`config.mk`:
```
export PLATFORM = sky130hd
export DESIGN_NAME = seg7_scan_display_flat
export DESIGN_NICKNAME = d
export VERILOG_FILES = /design/src/rtl/seg7_scan_display_if.sv /design/src/rtl/seg7_scan_display.sv /design/src/flat_wrapper.sv
export SDC_FILE = /design/constraint.sdc
export NUM_CORES = 1
export LEC_CHECK = 0
export BUFFER_PORTS_ARGS = -buffer_cell sky130_fd_sc_hd__buf_2
export CAP_MARGIN = 20
export CORE_MARGIN = 2
export CORE_UTILIZATION = 40
export CTS_BUF_LIST = sky130_fd_sc_hd__clkbuf_8 sky130_fd_sc_hd__clkbuf_16
export CTS_CLUSTER_DIAMETER = 60
export DETAILED_ROUTE_END_ITERATION = 6
export HOLD_SLACK_MARGIN = 0.15
export PLACE_DENSITY = 0.56
export SYNTH_ARGS = -nofsm -noshare
export SYNTH_HDL_FRONTEND = slang
export SYNTH_SLANG_ARGS = --single-unit
```
`constraint.sdc`:
```
create_clock -name clk -period 9.1 [get_ports clk]
set_input_delay 0 -clock clk [delete_from_list [all_inputs] [get_ports clk]]
set_output_delay 0 -clock clk [all_outputs]
set_load 0.02 [all_outputs]
```
`src/rtl/seg7_scan_display_if.sv`:
```
// Source/display bundle for the multiplexed seven-segment driver.
// master drives the sources and observes the digit lines.
interface seg7_scan_display_if;
   logic [2:0]  sel;
   logic [31:0] hex;
   logic [10:0] cnt_clk;
   logic [10:0] cnt_i;
   logic [10:0] cnt_r;
   logic [10:0] cnt_j;
   logic [7:0]  an;
   logic [6:0]  seg;
   logic        dp;
   logic        frame_done;

   modport master (
      output sel, hex, cnt_clk, cnt_i, cnt_r, cnt_j,
      input  an, seg, dp, frame_done
   );

   modport slave (
      input  sel, hex, cnt_clk, cnt_i, cnt_r, cnt_j,
      output an, seg, dp, frame_done
   );
endinterface

```
`src/rtl/seg7_scan_display.sv`:
```
// Eight-digit scanned seven-segment driver: per-frame snapshot,
// sequential double-dabble for counters, active-low outputs.
module seg7_scan_display #(
   parameter int SCAN_DIV = 50000,
   parameter bit BLANK_LZ = 1'b1
) (
   input  logic              clk,
   input  logic              reset_n,
   seg7_scan_display_if.slave io
);
   localparam int PW = $clog2(SCAN_DIV);

   typedef enum logic [1:0] {
      S_IDLE, S_CONV, S_COMMIT
   } state_e;

   typedef enum logic [1:0] {
      M_HEX, M_DEC, M_DASH
   } mode_e;

   logic [PW-1:0] presc_q, presc_d;
   logic [2:0]    d_q, d_d;
   state_e        state_q, state_d;
   mode_e         mode_q, mode_d;
   mode_e         pmode_q, pmode_d;
   logic [31:0]   dbuf_q, dbuf_d;
   logic [31:0]   snap_q, snap_d;
   logic [10:0]   bin_q, bin_d;
   logic [15:0]   bcd_q, bcd_d;
   logic [3:0]    it_q, it_d;
   logic [7:0]    an_q, an_d;
   logic [6:0]    seg_q, seg_d;
   logic          fd_q, fd_d;

   logic          tick;
   logic          capture;
   logic [10:0]   src_cnt;
   logic [15:0]   bcd_adj;
   logic [3:0]    nib;
   logic [31:0]   upper;
   logic          blank;

   function automatic logic [6:0] hex2seg(
      input logic [3:0] v
   );
      hex2seg = 7'h7F;
      unique case (v)
         4'h0: hex2seg = 7'b1000000;
         4'h1: hex2seg = 7'b1111001;
         4'h2: hex2seg = 7'b0100100;
         4'h3: hex2seg = 7'b0110000;
         4'h4: hex2seg = 7'b0011001;
         4'h5: hex2seg = 7'b0010010;
         4'h6: hex2seg = 7'b0000010;
         4'h7: hex2seg = 7'b1111000;
         4'h8: hex2seg = 7'b0000000;
         4'h9: hex2seg = 7'b0010000;
         4'hA: hex2seg = 7'b0001000;
         4'hB: hex2seg = 7'b0000011;
         4'hC: hex2seg = 7'b1000110;
         4'hD: hex2seg = 7'b0100001;
         4'hE: hex2seg = 7'b0000110;
         4'hF: hex2seg = 7'b0001110;
      endcase
   endfunction

   always_comb begin
      tick    = (presc_q == PW'(SCAN_DIV - 1));
      capture = tick && (d_q == 3'd6);
      presc_d = tick ? '0 : presc_q + 1'b1;
      d_d     = tick ? d_q + 3'd1 : d_q;

      src_cnt = io.cnt_j;
      case (io.sel)
         3'd1:    src_cnt = io.cnt_clk;
         3'd2:    src_cnt = io.cnt_i;
         3'd3:    src_cnt = io.cnt_r;
         default: src_cnt = io.cnt_j;
      endcase

      bcd_adj = bcd_q;
      for (int i = 0; i < 4; i++) begin
         if (bcd_q[4*i +: 4] >= 4'd5)
            bcd_adj[4*i +: 4] = bcd_q[4*i +: 4] + 4'd3;
      end

      state_d = state_q;
      mode_d  = mode_q;
      pmode_d = pmode_q;
      dbuf_d  = dbuf_q;
      snap_d  = snap_q;
      bin_d   = bin_q;
      bcd_d   = bcd_q;
      it_d    = it_q;
      fd_d    = 1'b0;

      unique case (state_q)
         S_IDLE: begin
            if (capture) begin
               snap_d = io.hex;
               bin_d  = src_cnt;
               bcd_d  = '0;
               it_d   = '0;
               if (io.sel == 3'd0) begin
                  pmode_d = M_HEX;
                  state_d = S_COMMIT;
               end else if (io.sel <= 3'd4) begin
                  pmode_d = M_DEC;
                  state_d = S_CONV;
               end else begin
                  pmode_d = M_DASH;
                  state_d = S_COMMIT;
               end
            end
         end
         S_CONV: begin
            {bcd_d, bin_d} = {bcd_adj, bin_q} << 1;
            it_d = it_q + 4'd1;
            if (it_q == 4'd10)
               state_d = S_COMMIT;
         end
         S_COMMIT: begin
            mode_d  = pmode_q;
            fd_d    = 1'b1;
            state_d = S_IDLE;
            unique case (pmode_q)
               M_HEX:   dbuf_d = snap_q;
               M_DEC:   dbuf_d = {16'h0, bcd_q};
               default: dbuf_d = '0;
            endcase
         end
         default: state_d = S_IDLE;
      endcase

      // Outputs are prepared for the digit the tick is about to select.
      nib   = dbuf_q[{d_d, 2'b00} +: 4];
      upper = dbuf_q >> {d_d, 2'b00};
      blank = 1'b0;
      if (mode_q == M_DEC && d_d[2])
         blank = 1'b1;
      if (BLANK_LZ && mode_q != M_DASH &&
          d_d != 3'd0 && upper == 32'h0)
         blank = 1'b1;

      an_d  = an_q;
      seg_d = seg_q;
      if (tick) begin
         an_d = ~(8'd1 << d_d);
         if (mode_q == M_DASH)
            seg_d = 7'b0111111;
         else if (blank)
            seg_d = 7'h7F;
         else
            seg_d = hex2seg(nib);
      end
   end

   always_ff @(posedge clk or negedge reset_n) begin
      if (!reset_n) begin
         presc_q <= '0;
         d_q     <= '0;
         state_q <= S_IDLE;
         mode_q  <= M_HEX;
         pmode_q <= M_HEX;
         dbuf_q  <= '0;
         snap_q  <= '0;
         bin_q   <= '0;
         bcd_q   <= '0;
         it_q    <= '0;
         an_q    <= 8'hFF;
         seg_q   <= 7'h7F;
         fd_q    <= 1'b0;
      end else begin
         presc_q <= presc_d;
         d_q     <= d_d;
         state_q <= state_d;
         mode_q  <= mode_d;
         pmode_q <= pmode_d;
         dbuf_q  <= dbuf_d;
         snap_q  <= snap_d;
         bin_q   <= bin_d;
         bcd_q   <= bcd_d;
         it_q    <= it_d;
         an_q    <= an_d;
         seg_q   <= seg_d;
         fd_q    <= fd_d;
      end
   end

   assign io.an         = an_q;
   assign io.seg        = seg_q;
   assign io.dp         = 1'b1;
   assign io.frame_done = fd_q;
endmodule

```
`src/flat_wrapper.sv`:
```
// flat-port wrapper written by rule: the top's interface ports become plain ports
module seg7_scan_display_flat 
#(
   parameter int SCAN_DIV = 50000,
   parameter bit BLANK_LZ = 1'b1
)
  (clk, reset_n, io_sel, io_hex, io_cnt_clk, io_cnt_i, io_cnt_r, io_cnt_j, io_an, io_seg, io_dp, io_frame_done);
  seg7_scan_display_if io_i ();
  input  logic clk;
  input  logic reset_n;
  input wire logic [$bits(io_i.sel)-1:0] io_sel;
  input wire logic [$bits(io_i.hex)-1:0] io_hex;
  input wire logic [$bits(io_i.cnt_clk)-1:0] io_cnt_clk;
  input wire logic [$bits(io_i.cnt_i)-1:0] io_cnt_i;
  input wire logic [$bits(io_i.cnt_r)-1:0] io_cnt_r;
  input wire logic [$bits(io_i.cnt_j)-1:0] io_cnt_j;
  output wire logic [$bits(io_i.an)-1:0] io_an;
  output wire logic [$bits(io_i.seg)-1:0] io_seg;
  output wire logic [$bits(io_i.dp)-1:0] io_dp;
  output wire logic [$bits(io_i.frame_done)-1:0] io_frame_done;
  assign io_i.sel = io_sel;
  assign io_i.hex = io_hex;
  assign io_i.cnt_clk = io_cnt_clk;
  assign io_i.cnt_i = io_cnt_i;
  assign io_i.cnt_r = io_cnt_r;
  assign io_i.cnt_j = io_cnt_j;
  assign io_an = io_i.an;
  assign io_seg = io_i.seg;
  assign io_dp = io_i.dp;
  assign io_frame_done = io_i.frame_done;
  seg7_scan_display #(.SCAN_DIV(SCAN_DIV), .BLANK_LZ(BLANK_LZ)) u_core (.clk(clk), .reset_n(reset_n), .io(io_i));
endmodule
```
==> results.md, run 1 <==
Pwr:
- The design draws 1.64 mW.
- The internal power is 1.20 mW.
- The cell leakage power is 4.23 nW.
- In this run, flip-flops and latches consume 41.9% of the power.
- The maximum VDD drop is 140 uV.
- In this run the power spent charging and discharging nets is 0.431 mW.
- For this design the ratio of total power to cell area is 178 nW/um^2.
- Net switching is 26.3% of the power.
- In this run, the combinational gates consume 15.1% of the power.
- The power share of the clock group is 43.0%.

Die:
- Measured along the y axis, the die boundary spans 140 um.
- The x dimension of the die is 140 um.
- The floorplan has 49 rows.
- The boundary pin count is 98.
- For this configuration, the core starts out at a cell density of 40.9%.
- The core box area is 18000 sq um.
- The die covers 19500 sq um.

GRT:
- For met1 alone, demand over resource in global routing was 25.6%.
- The largest net degree at the start of global routing is 80.
- For met2 alone, demand over resource in global routing was 32.1%.
- In this run the most used layer during global routing was met2.
- The via count of the first global-routing pass is 6160.
- The leftover overflow at the end of global routing is 0.
- The met3 global-route usage is 4.58%.
- The overall global routing resource usage is 19.5%.
- The initial antenna violation count is 0.
- The first global-routing pass estimated 30900 um of wire.

Clock network:
- Buffers inserted during clock tree synthesis total 17.
- The clock reaches the later pin of the worst-skew pair after 0.42 ns.
- In this run the clock root is driven by a sky130_fd_sc_hd__clkbuf_16.
- Once the clock tree was built, the resizer swapped 0 gates to a different size.
- The largest buffer count on any clock path is 2.
- The CTS H-tree depth is 4.
- The number of hold buffers added after CTS was 56.
- After clock tree synthesis, the setup repair step added 0 buffers.
- TritonCTS built the clock tree.
- The number of clock sinks is 136.
- The clock input transition at the sequential cells of the worst setup and hold paths is 0.06 ns.

STA:
- The final critical path takes up 48.3% of the cycle.
- Derived from the worst setup path, the maximum achievable clock frequency is 228 MHz.
- The slew at the pin closest to its max-slew limit is 1.05 ns.
- The final hold violation count is 0.
- The max-slew violation count was 0.
- The final critical-path required period is 4.39 ns.
- Setup repair after global routing left no endpoint under its margin.
- The clock arrives with 0.00576 ns of skew.
- Measured against its own limit, the worst slew margin works out to 30.0%.
- The number of setup violations in the final report is 0.
- The sum of negative setup slack is 0 ns.

Logic synthesis:
- The count of state elements after synthesis is 136.
- The number of library cell types mapped by synthesis is 57.
- Counting flops with a built-in enable in the synthesized netlist gives 0.
- Summing every instance area after synthesis gives 7350 sq um.
- The flip-flop cell with the highest count after synthesis is sky130_fd_sc_hd__dfrtp_1.
- The count of yosys warnings during synthesis is 0.
- The net count after synthesis is 860.
- The cell count after synthesis is 759.
- The async set-reset flop share out of synthesis is 100%.
- The sequential share of the synthesized area is 46.6%.
- The post-synthesis average cell area is 9.68 sq um.

Worst setup path:
- The setup slack of the most critical reg-to-reg path is 4.71 ns.
- The worst setup path is captured at a flop.
- The dominant cell type by count on the critical path is sky130_fd_sc_hd__a211oi_1.
- The path length in cells of the critical path is 12.
- Among cell families on the critical path, the largest total delay comes from simple AND/OR/NAND/NOR gates.
- The slowest stage of the critical path belongs to the cell sky130_fd_sc_hd__or4_1.
- The number of buffers and inverters on the critical path is 1.
- For this run, the slowest stage of the critical path takes 0.89 ns.
- At the worst endpoint, the arrival time is 4.76 ns.
- For the worst setup path, the data required time is 9.47 ns.
- STA classifies the critical path startpoint as a flop.
- The worst setup path is of the flop to flop kind.
- The maximum fanout along the worst path is 24.
- Walking the worst path, the cells encountered are or4b_4 -> or4_1 -> a211oi_1 -> a21oi_1 -> mux4_2 -> inv_1 -> ha_1 -> nand2_1 -> a211oi_1 -> nand3_1 -> a41oi_2 -> o32a_1.
- Measured in cells, the most critical reg-to-reg path has a length of 12.

Detailed routing:
- The number of detailed-route iterations in the first pass is 6.
- The violation count after the first detailed-routing iteration is 375.
- After detailed routing, the number of remaining DRC violations is 0.
- The routed via count divided by cell count is 5.39.
- The per-cell routed wire length is 16.2 um.
- Once detail routing completed, the nets flagged for antenna violations numbered 0.
- For this block, the routed nets add up to 18300 um of wire.
- The detailed router placed 6094 vias in this run.

Final layout:
- Summing all multi-input logic gate instances after layout gives 3660 sq um.
- In the layout the commonest cells are sky130_fd_sc_hd__nand2_1 (139), sky130_fd_sc_hd__dfrtp_1 (121), sky130_fd_sc_hd__buf_2 (95).
- For this run, the post-layout net count is 990.
- 0 antenna diodes ended up in the layout.
- The library cell used most frequently in the layout, excluding fill and tap cells, is sky130_fd_sc_hd__nand2_1.
- Summing all flip-flop and latch instances after layout gives 3420 sq um.
- The area growth from synthesis to final layout is 24.9%.
- The fill cell total of the finished layout is 1620.
- In the final layout, the share of cells above drive strength 1 is 20.3%.
- The final standard cell utilization of the core is 51.1%.

Placement:
- The estimated wirelength of the detail-placed design is 12100 um.
- The count of port buffers added during placement is 96.
- The global placer's final weighted congestion is 0.827.

Outcome:
- The run finished with clean final reports.

Flow run:
- The max capacitance violation total is 0.

Hold path:
- The path class of the tightest hold or removal check is input pin to asynchronous set/reset pin.
power by group through the flow:
stage / registers (mW) / logic, mW / clock network (mW)
floorplan: 0.684 / 0.157 / 0
detailed placement: 0.696 / 0.224 / 0
CTS: 0.685 / 0.247 / 0.718
global route: 0.693 / 0.284 / 0.747
finish: 0.686 / 0.247 / 0.703
global placement: 0.694 / 0.215 / 0
routing by layer:
layer | vias up | part of all wire [%]
met3 | 24 | 3.5
li1 | 2965 | -
met1 | 2967 | 46
met4 | 0 | 1.5
met2 | 138 | 49
met5 | - | 0
synthesized netlist by cell type (9+ instances only):
master	n	area share, %
sky130_fd_sc_hd__a22o_1	16	1.9
sky130_fd_sc_hd__dfrtp_1	121	41
sky130_fd_sc_hd__a221o_1	11	1.5
sky130_fd_sc_hd__mux4_2	10	3.1
sky130_fd_sc_hd__clkbuf_1	38	1.9
sky130_fd_sc_hd__inv_1	18	0.92
sky130_fd_sc_hd__dfstp_2	15	5.4
sky130_fd_sc_hd__a21oi_1	34	2.3
sky130_fd_sc_hd__xnor2_1	12	1.4
sky130_fd_sc_hd__nor2_1	54	2.8
sky130_fd_sc_hd__mux2_2	15	2.3
sky130_fd_sc_hd__a211oi_1	12	1.2
sky130_fd_sc_hd__nor4_1	9	0.77
sky130_fd_sc_hd__ha_1	20	3.4
sky130_fd_sc_hd__xor2_1	13	1.6
sky130_fd_sc_hd__nor2b_1	22	1.9
sky130_fd_sc_hd__nand3_1	25	1.7
sky130_fd_sc_hd__nand2_1	139	7.1
sky130_fd_sc_hd__a221oi_1	11	1.3
sky130_fd_sc_hd__mux2i_1	33	4.5
sky130_fd_sc_hd__o21ai_0	37	2.5
cell type report:
| cell class | instances | area share [%] |
|---|---|---|
| inverters | 19 | 0.778 |
| clock inverters | 11 | 1.43 |
| well taps | 229 | 3.12 |
| repair buffers | 162 | 12.4 |
| flip-flops and latches | 136 | 37.3 |
| multi-input cells | 553 | 39.9 |
| clock buffers | 20 | 5.09 |
registers in the layout, indices dropped and copies added, names as in the netlist:
name                  flops
u_core.state_q            2
u_core.it_q               4
u_core.mode_q             2
u_core.d_q                3
u_core.dbuf_q            32
u_core.io.seg             7
u_core.io.an              8
u_core.bin_q             11
u_core.snap_q            32
u_core.bcd_q             16
u_core.presc_q           16
u_core.pmode_q            2
u_core.io.frame_done      1
kinds of logic after synthesis:
logic type	synth area share, %
and+or+nand+nor	17.6
AOI/OAI and AO/OA	15.7
DFF	46.6
buffers and inverters	3.80
muxes	9.86
xor gates and xnor gates	2.98
adders and majority gates	3.41
other	0.0510
worst reg2reg max path, cell delays in order, from the launching register on:
cell	delay, ns
sky130_fd_sc_hd__dfrtp_1	0.41
sky130_fd_sc_hd__or4b_4	0.58
sky130_fd_sc_hd__or4_1	0.89
sky130_fd_sc_hd__a211oi_1	0.36
sky130_fd_sc_hd__a21oi_1	0.07
sky130_fd_sc_hd__mux4_2	0.57
sky130_fd_sc_hd__inv_1	0.18
sky130_fd_sc_hd__ha_1	0.22
sky130_fd_sc_hd__nand2_1	0.07
sky130_fd_sc_hd__a211oi_1	0.23
sky130_fd_sc_hd__nand3_1	0.15
sky130_fd_sc_hd__a41oi_2	0.39
sky130_fd_sc_hd__o32a_1	0.23
path summary, 6_finish.rpt:
kind                                     from           endpoint
min reg2reg                 u_core.presc_q[0]  u_core.presc_q[0]
min                                   reset_n      u_core.d_q[1]
max in group asynchronous             reset_n  u_core.dbuf_q[23]
min in group clk                    io_sel[1]  u_core.pmode_q[1]
max                        u_core.presc_q[12]   u_core.io.seg[2]
max reg2reg                u_core.presc_q[12]   u_core.io.seg[2]
through the flow:
stage	worst slack, ns	instances	hold WS (ns)	instance area [sq um]
finish	4.71	1130	0.196	9170
global route	4.36	1130	0.257	9170
CTS	4.72	1129	0.214	9150
detailed placement	4.73	1042	0.125	7990
global placement	4.84	1042	0.108	7990
floorplan	5.19	759	-0.296	7350
Note: power is estimated with default switching activity, not from simulation.
==> run 2: changes to the inputs <==
Settings changed: PLACE_DENSITY 0.56 to 0.58.
Clock period 9.1 ns to 3.6 ns, I/O delays scaled along.
==> run 2 against run 1 <==
Compared with the run above: register-to-register slack got worse by 4.5 ns; combinational power rose to 2.5 times the previous value; via count rose by 3.8%; sequential cell count did not move; clock power rose by 150%; maximum frequency rose by 28%; non-clock buffer count rose by 24; critical path type unchanged; largest power group unchanged; highest routed layer unchanged.
==> results.md, run 2 (same netlist as run 1, synthesis figures left out) <==
Outcome:
- The flow ran to the end, and the final reports show no timing, DRC or antenna violations.

Clock network:
- The cell sitting at the root of the clock tree is a sky130_fd_sc_hd__clkbuf_16.
- Counting every sink on the clock net gives 136.
- The clock input transition at the sequential cells of the worst setup and hold paths is 0.07 ns.
- The CTS H-tree depth is 4.
- The clock buffer count from CTS is 17.
- The clock tree from TritonCTS is built.
- The longest clock path from root to sink contains 2 buffers.
- Clock latency on the worst-skew pair, taken at its later pin, is 0.42 ns.

Die:
- Measured along the x axis, the die boundary spans 140 um.
- The core box area is 18000 sq um.
- The initial cell density of the core is 40.9%.
- The die is 140 um tall.
- The floorplan step defined a die boundary enclosing 19500 sq um.
- After floorplanning, the core was divided into 49 placement rows.
- The boundary pin count is 98.

Final layout:
- Leaving out fill and tap cells, the most frequent cells in the layout are sky130_fd_sc_hd__nand2_1 (139), sky130_fd_sc_hd__dfrtp_1 (121), sky130_fd_sc_hd__buf_2 (95).
- The repair_antennas step left the layout with diodes totalling 0.
- Counting the fill cells in the layout gives 1589.
- Summing all non-filler instances in the final layout gives an area of 9440 sq um.
- The largest registers in the layout are u_core.dbuf_q: 32 flops, u_core.snap_q: 32 flops.
- The library cell used most frequently in the layout, excluding fill and tap cells, is sky130_fd_sc_hd__nand2_1.
- The final net count is 1015.
- From synthesis to final layout, the design area changed by 28.6%.
- Cells with a size suffix above 1 make up 24.4% of the layout.

STA:
- The final critical-path share of the clock period is 95.1%.
- The max-slew violation count is 0.
- Setup repair after global routing left no endpoint under its margin.
- Setup total negative slack on the finished layout was measured at 0 ns.
- The worst path needs 3.42 ns of the cycle, external delays included.
- Across the routed clock network, the largest skew measured is 0.0129 ns.
- For the pin with the worst max-slew slack, the measured transition is 0.985 ns.
- The final hold violation count is 0.
- The highest achievable clock rate is 292 MHz.
- The number of setup violations in the final report is 0.
- The tightest slew margin relative to the limit is 34.3%.

Pwr:
- For this design the total switching power over the nets is 1.13 mW.
- The internal portion of the total power is 2.98 mW.
- The cell leakage power is 4.36 nW.
- The clock network burns 42.6% of the power.
- The maximum VDD drop is 363 uV.
- The share of total power dissipated in combinational logic is 15.1%.
- The completed layout was analyzed and its total power is 4.11 mW.
- In this run the power density over the cells is 435 nW/um^2.
- The proportion of total power due to net switching is 27.5%.
- Sequential cells account for 42.3% of the total power.

GRT:
- After global routing, the most crowded layer is met2.
- Summed over all layers, the global routing overflow is 0.
- Global routing used 25.2% of the available met1 tracks.
- The overall global routing resource usage is 19.2%.
- Global routing consumed, on the met2 layer, 32.9% of the routing resources.
- The via count of the first global-routing pass is 6297.
- The initial antenna violation count is 0.
- Entering global routing, the biggest net connects 70 pins.
- The met3 global-route usage is 3.72%.
- The wire length of the first global-routing pass is 30800 um.

Placement:
- The HPWL after detailed placement is 12800 um.
- The post-placement cell area is 8180 sq um.
- The congestion estimate from routability-driven global placement came to 0.884.
- Input and output buffers added on the ports amount to 96.

Worst setup path:
- The maximum fanout along the worst path is 6.
- STA classifies the critical path endpoint as a flop.
- For the worst setup path, the data required time is 3.95 ns.
- The worst endpoint data arrival time is 3.78 ns.
- The startpoint-to-endpoint class of the critical path is flop to flop.
- The kind of launch point of the worst setup path is a flop.

Detailed routing:
- The count of nets left with antenna violations once routing finished came out at 0.
- The routed via count divided by cell count is 5.47.
- The number of detailed-route iterations in the first pass is 5.
- The overall routed net length is 18500 um.
- In the final routed layout, each cell accounts on average for 16.0 um.
- For this block, the initial DRC count from the detailed router was 319.
- The vias after detailed routing is 6324.
- The DRC violations left is 0.

Hold path:
- The path class of the lowest-slack min-delay path is input pin to flop.

Flow run:
- The max capacitance violation total is 0.
==> run 2: changes by cell type in the layout (fill, tap and decap cells not counted), moves of 2 or more <==
| cell | previous run | this run |
|---|---|---|
| sky130_fd_sc_hd__nand3_1 | 25 | 23 |
| sky130_fd_sc_hd__clkinv_2 | 3 | 1 |
| sky130_fd_sc_hd__a211oi_2 | 1 | 7 |
| sky130_fd_sc_hd__nand3_2 | 0 | 2 |
| sky130_fd_sc_hd__or4_4 | 0 | 2 |
| sky130_fd_sc_hd__inv_1 | 21 | 16 |
| sky130_fd_sc_hd__clkinv_4 | 0 | 3 |
| sky130_fd_sc_hd__inv_2 | 0 | 2 |
| sky130_fd_sc_hd__a211oi_1 | 12 | 6 |
| sky130_fd_sc_hd__buf_4 | 10 | 34 |
| sky130_fd_sc_hd__ha_1 | 20 | 18 |
| sky130_fd_sc_hd__inv_6 | 0 | 4 |
==> run 2: area by class of cell <==
type / instances / area [sq um] / share of cell area [%]
multi-input cells: 554 / 3750 / 39.7
flip-flops and latches: 136 / 3420 / 36.2
repair buffers: 186 / 1310 / 13.9
clock buffers: 19 / 453 / 4.80
well taps: 229 / 287 / 3.03
clock inverters: 13 / 145 / 1.54
inverters: 19 / 73.8 / 0.782
==> run 2: power groups by stage <==
| stage | Clock, mW | Sequential (mW) | Combinational (mW) |
|---|---|---|---|
| after floorplan | 0 | 1.73 | 0.397 |
| after global placement | 0 | 1.75 | 0.542 |
| after detailed placement | 0 | 1.76 | 0.566 |
| after CTS | 1.79 | 1.74 | 0.626 |
| after global routing | 1.86 | 1.75 | 0.710 |
| final | 1.75 | 1.74 | 0.622 |
==> run 2: worst max-delay path, cell delays in order, from the launching register on <==
cell	delay, ns
sky130_fd_sc_hd__dfrtp_1	0.38
sky130_fd_sc_hd__or4b_4	0.56
sky130_fd_sc_hd__or4_4	0.50
sky130_fd_sc_hd__a211oi_2	0.24
sky130_fd_sc_hd__a21oi_1	0.06
sky130_fd_sc_hd__mux4_2	0.49
sky130_fd_sc_hd__inv_2	0.10
sky130_fd_sc_hd__ha_4	0.14
sky130_fd_sc_hd__nand2_1	0.06
sky130_fd_sc_hd__a211oi_2	0.17
sky130_fd_sc_hd__nand3_2	0.13
sky130_fd_sc_hd__a41oi_4	0.32
sky130_fd_sc_hd__o32a_1	0.21
==> run 2: metal layers <==
metal / routed length [um] / part of all wire [%]
met1: 8340 / 45
met2: 9380 / 51
met3: 590 / 3.2
met4: 234 / 1.3
met5: 0 / 0
==> run 2: repair_timing <==
| item | CTS | global route |
|---|---|---|
| buffers inserted | 0 | 4 |
| hold endpoints to repair | 98 | 0 |
| hold buffers | 56 | 0 |
| resized for setup | 1 | 12 |
| cloned | 0 | 1 |
| pin swaps | 0 | 6 |
| setup endpoints to repair | 6 | 6 |
==> run 2: worst paths after layout <==
kind | cells past startpoint | start | endpoint | slack [ns]
min in group asynchronous | 2 | reset_n | u_core.presc_q[3] | 0.25
max in group asynchronous | 3 | reset_n | u_core.bin_q[0] | 2.50
hold / removal | 4 | io_sel[1] | u_core.state_q[1] | 0.23
hold reg to reg | 1 | u_core.presc_q[0] | u_core.presc_q[0] | 0.47
setup reg to reg | 12 | u_core.presc_q[13] | u_core.io.seg[2] | 0.18
setup / recovery | 12 | u_core.presc_q[13] | u_core.io.seg[2] | 0.18
==> run 2: through the flow <==
step	hold slack [ns]	cells	setup slack [ns]	utilization [%]
2_1_floorplan	-0.296	759	0.0216	-
5_1_grt	0.264	1156	0.0182	52.6
4_1_cts	0.216	1151	0.0170	52.1
6_report	0.228	1156	0.176	52.6
3_5_place_dp	0.184	1063	0.0530	45.6
3_3_place_gp	0.167	1063	0.105	45.6
==> run 3: changes to the inputs <==
Settings changed: ABC_AREA set to 1.
==> run 3 against run 2 <==
Compared with the run above: synthesized area about the same; cell count up 13%; first-iteration DRC count down 13%; core utilization down 1.2 points; combinational power down 74%; total power down 14%; sequential share of layout area up 0.83 points; via count up 1.1%; non-clock buffer count down 21; clock skew down 0.0033 ns; die area about the same; largest cell class is now flip-flops and latches.
==> results.md, run 3 <==
GRT:
- Global routing finished with a remaining overflow of 0.
- The wire length of the first global-routing pass is 30000 um.
- In the global route stage, met3 resource usage came out at 4.13%.
- Global routing consumed, over all layers together, 18.7% of the routing resources.
- After global routing, the most crowded layer is met2.
- The initial antenna violation count is 0.
- Entering global routing, the biggest net connects 82 pins.
- The met1 usage in global routing is 24.9%.
- The fraction of met2 tracks used by global routing is 31.2%.
- The via count of the first global-routing pass was 6330.

Worst setup path:
- The kind of cell with the highest combined delay on the critical path is simple AND/OR/NAND/NOR gates.
- The maximum fanout along the worst path is 17.
- The slowest stage of the critical path belongs to the cell sky130_fd_sc_hd__dfrtp_1.
- The startpoint-to-endpoint class of the critical path is flop to flop.
- The setup slack of the most critical reg-to-reg path is 0.56 ns.
- The delay contributed by the slowest stage of the critical path is 0.37 ns.
- The dominant cell type by count on the critical path is sky130_fd_sc_hd__nand2_1.
- STA classifies the critical path endpoint as a flop.
- Counting both buffers and inverters, the worst setup path holds a total of 1.
- The worst endpoint data arrival time is 3.39 ns.
- Traced cell by cell, the critical path runs through ha_1 -> nand3_2 -> nor2_8 -> nand2_4 -> nand2_2 -> nand2_4 -> inv_4 -> nand3_1 -> nand2_1 -> nand2_1 -> nand2_1 -> ha_1 -> o221ai_1 -> nor2_1 -> nand2_1 -> nor2_2 -> nand2_2 -> nand2_1 -> nor2_1 -> nor2_1.
- The required time of the critical path is 3.95 ns.
- The kind of launch point of the worst setup path is a flop.

Clock network:
- The clock input transition at the sequential cells of the worst setup and hold paths is 0.06 ns.
- In this run the clock root is driven by a sky130_fd_sc_hd__clkbuf_16.
- The post-CTS repair timing setup buffer count is 0.
- The number of clock sinks is 136.
- The clock tree synthesis step divided the H-tree into 4 levels.
- At the later pin of the worst-skew pair, clock insertion delay measures 0.42 ns.
- Buffers inserted during clock tree synthesis total 17.
- In this run the deepest clock path goes through 2 buffers.
- Once the clock tree was built, the resizer swapped 0 gates to a different size.
- The clock tree from TritonCTS is built.
- Buffers inserted to repair hold after CTS numbered 58.

Outcome:
- The run finished with clean final reports.

Detailed routing:
- The number of detailed-route iterations in the first pass is 5.
- The antenna violation net count after detailed routing is 0.
- The DRC violations left is 0.
- Dividing the detail-routed wire length by the instance count gives 13.5 um.
- The violation count after the first detailed-routing iteration is 278.
- The overall routed net length is 17700 um.
- The routed via count divided by cell count is 4.90.
- The final route contains 6396 vias.

Logic synthesis:
- The number of library cell types mapped by synthesis is 45.
- By count the netlist is led by sky130_fd_sc_hd__nand2_1 (240), sky130_fd_sc_hd__dfrtp_1 (121), sky130_fd_sc_hd__inv_1 (114).
- The async set-reset flop share out of synthesis is 100%.
- The net count after synthesis is 1016.
- In the post-synthesis netlist, the cell with the most instances is sky130_fd_sc_hd__nand2_1.
- Ranked by total cell area, the synthesized netlist is headed by sky130_fd_sc_hd__dfrtp_1 (41%), sky130_fd_sc_hd__nand2_1 (12%), sky130_fd_sc_hd__inv_1 (5.8%).
- The average instance in the mapped netlist occupies 8.02 sq um.
- The sequential share of the synthesized area is 46.6%.
- Counting flops with a built-in enable in the synthesized netlist gives 0.
- Summing every instance area after synthesis gives 7340 sq um.
- Synthesis produced 915 cells.
- Of all cell types, the one taking the most synthesized area is sky130_fd_sc_hd__dfrtp_1.
- In the synthesized netlist the dominant register cell turns out to be sky130_fd_sc_hd__dfrtp_1.
- During synthesis, Yosys emitted a total of 0 warnings.
- Synthesis inferred 136 register bits.
- The fraction of post-synthesis cell area in the top cell type by area is 41.3%.

STA:
- Final hold analysis gives a worst-case slack of 0.176 ns.
- The max-slew violation count was 0.
- For the finished layout, the period the worst path requires is 3.04 ns.
- Static timing analysis puts the maximum clock frequency at 329 MHz.
- Of the available clock period, the critical path in the final layout requires 84.4%.
- Headroom to the max-slew limit came out at 46.6%.
- For the final routed database, the setup TNS stands at 0 ns.
- The post-route clock skew is 0.00961 ns.
- Setup violations remaining at the end of the flow were counted as 0.
- Setup repair after global routing left no endpoint under its margin.
- The slew at the pin closest to its max-slew limit is 0.799 ns.
- The final hold violation count is 0.

Placement:
- Port buffering added 96 buffers.
- Summing all placed instances gives a cell area of 8010 sq um.
- The global placer's final weighted congestion is 0.858.
- The estimated wirelength of the detail-placed design is 12200 um.

Die:
- The floorplan row count is 49.
- Pin placement for this block handled 98 I/O pins.
- The x dimension of the die is 139 um.
- The initial cell density of the core is 40.9%.
- The floorplan step set the die height to 139 um.
- The die covers 19400 sq um.
- The core box area is 18000 sq um.

Hold path:
- The path class of the lowest-slack min-delay path is input pin to asynchronous set/reset pin.

Final layout:
- The library cell used most frequently in the layout, excluding fill and tap cells, is sky130_fd_sc_hd__nand2_1.
- In the final layout, the registers with the most flip-flops are u_core.dbuf_q: 32 flops, u_core.snap_q: 32 flops.
- Compared with the post-synthesis result, the final layout area differs by 25.8%.
- The repair_antennas step left the layout with diodes totalling 0.
- Cells fill 51.4% of the core in the end.
- In the layout the commonest cells are sky130_fd_sc_hd__nand2_1 (240), sky130_fd_sc_hd__dfrtp_1 (121), sky130_fd_sc_hd__inv_1 (116).
- The final net count is 1165.
- The final instance area is 9230 sq um.
- The post-route netlist has 18.5% of its cells at a drive strength greater than 1.

Pwr:
- The design draws 3.54 mW.
- The cell leakage power is 4.66 nW.
- In this run the power density over the cells is 384 nW/um^2.
- The maximum VDD drop is 297 uV.

Flow run:
- The max capacitance violation total is 0.
## run 3: cell types whose count changed after synthesis, moves of 22 or more
cell	previous run	this run
sky130_fd_sc_hd__nand2_1	139	240
sky130_fd_sc_hd__inv_1	18	114
sky130_fd_sc_hd__nand3_1	25	74
sky130_fd_sc_hd__o21ai_0	37	71
sky130_fd_sc_hd__mux2i_1	33	0
sky130_fd_sc_hd__nor2b_1	22	0
## run 3: worst paths after layout
path / from / end / depth (start not counted)
worst max-delay path: u_core.presc_q[0] / u_core.io.seg[1] / 20
worst min-delay path: reset_n / u_core.presc_q[0] / 2
worst max register to register: u_core.presc_q[0] / u_core.io.seg[1] / 20
worst min register to register: u_core.presc_q[0] / u_core.presc_q[0] / 1
max in group asynchronous: reset_n / u_core.io.seg[4] / 3
min in group clk: io_sel[0] / u_core.state_q[0] / 6
## run 3: cell families after synthesis
logic type / Yosys count / share of synthesized area (%)
and+or+nand+nor: 442 / 27.8
buffers and inverters: 157 / 8.73
xor gates and xnor gates: 6 / 0.716
DFF: 136 / 46.6
adders and majority gates: 20 / 3.41
AOI/OAI and AO/OA: 153 / 12.7
other: 1 / 0.0511
## run 3: worst reg2reg max path, cell delays in order, from the launching register on
cell and delay, ns:
sky130_fd_sc_hd__dfrtp_1 0.37, sky130_fd_sc_hd__ha_1 0.21, sky130_fd_sc_hd__nand3_2 0.20, sky130_fd_sc_hd__nor2_8 0.21, sky130_fd_sc_hd__nand2_4 0.17, sky130_fd_sc_hd__nand2_2 0.12, sky130_fd_sc_hd__nand2_4 0.13, sky130_fd_sc_hd__inv_4 0.18
sky130_fd_sc_hd__nand3_1 0.10, sky130_fd_sc_hd__nand2_1 0.08, sky130_fd_sc_hd__nand2_1 0.06, sky130_fd_sc_hd__nand2_1 0.17, sky130_fd_sc_hd__ha_1 0.23, sky130_fd_sc_hd__o221ai_1 0.12, sky130_fd_sc_hd__nor2_1 0.12, sky130_fd_sc_hd__nand2_1 0.07
sky130_fd_sc_hd__nor2_2 0.10, sky130_fd_sc_hd__nand2_2 0.10, sky130_fd_sc_hd__nand2_1 0.09, sky130_fd_sc_hd__nor2_1 0.05, sky130_fd_sc_hd__nor2_1 0.09
## run 3: through the flow
| step | cells | setup slack, ns |
|---|---|---|
| final | 1306 | 0.562 |
| after global routing | 1306 | 0.167 |
| after CTS | 1305 | 0.529 |
| after detailed placement | 1215 | 0.553 |
| after global placement | 1215 | 0.652 |
| after floorplan | 915 | 1.02 |
## run 3: report_power, final
part           switching [mW]  internal (mW)  leakage [nW]  total, mW
combinational          0.0720         0.0916          2.75      0.164
clock                   0.689           1.16         0.311       1.85
sequential                  0           1.53          1.60       1.53
total                   0.761           2.78          4.66       3.54
## run 3: per-layer routing
metal	vias up	wire length, um
met1	2978	8400
met3	17	646
li1	3286	-
met2	115	8400
met5	-	0
met4	0	212
## run 3: final cells by class
class	instances	area [sq um]
Clock buffer	17	425
Fill cell	1731	8730
Clock inverter	15	201
Inverter	122	462
Timing Repair Buffer	165	1160
Sequential cell	136	3420
Multi-Input combinational cell	622	3280
Tap cell	229	287
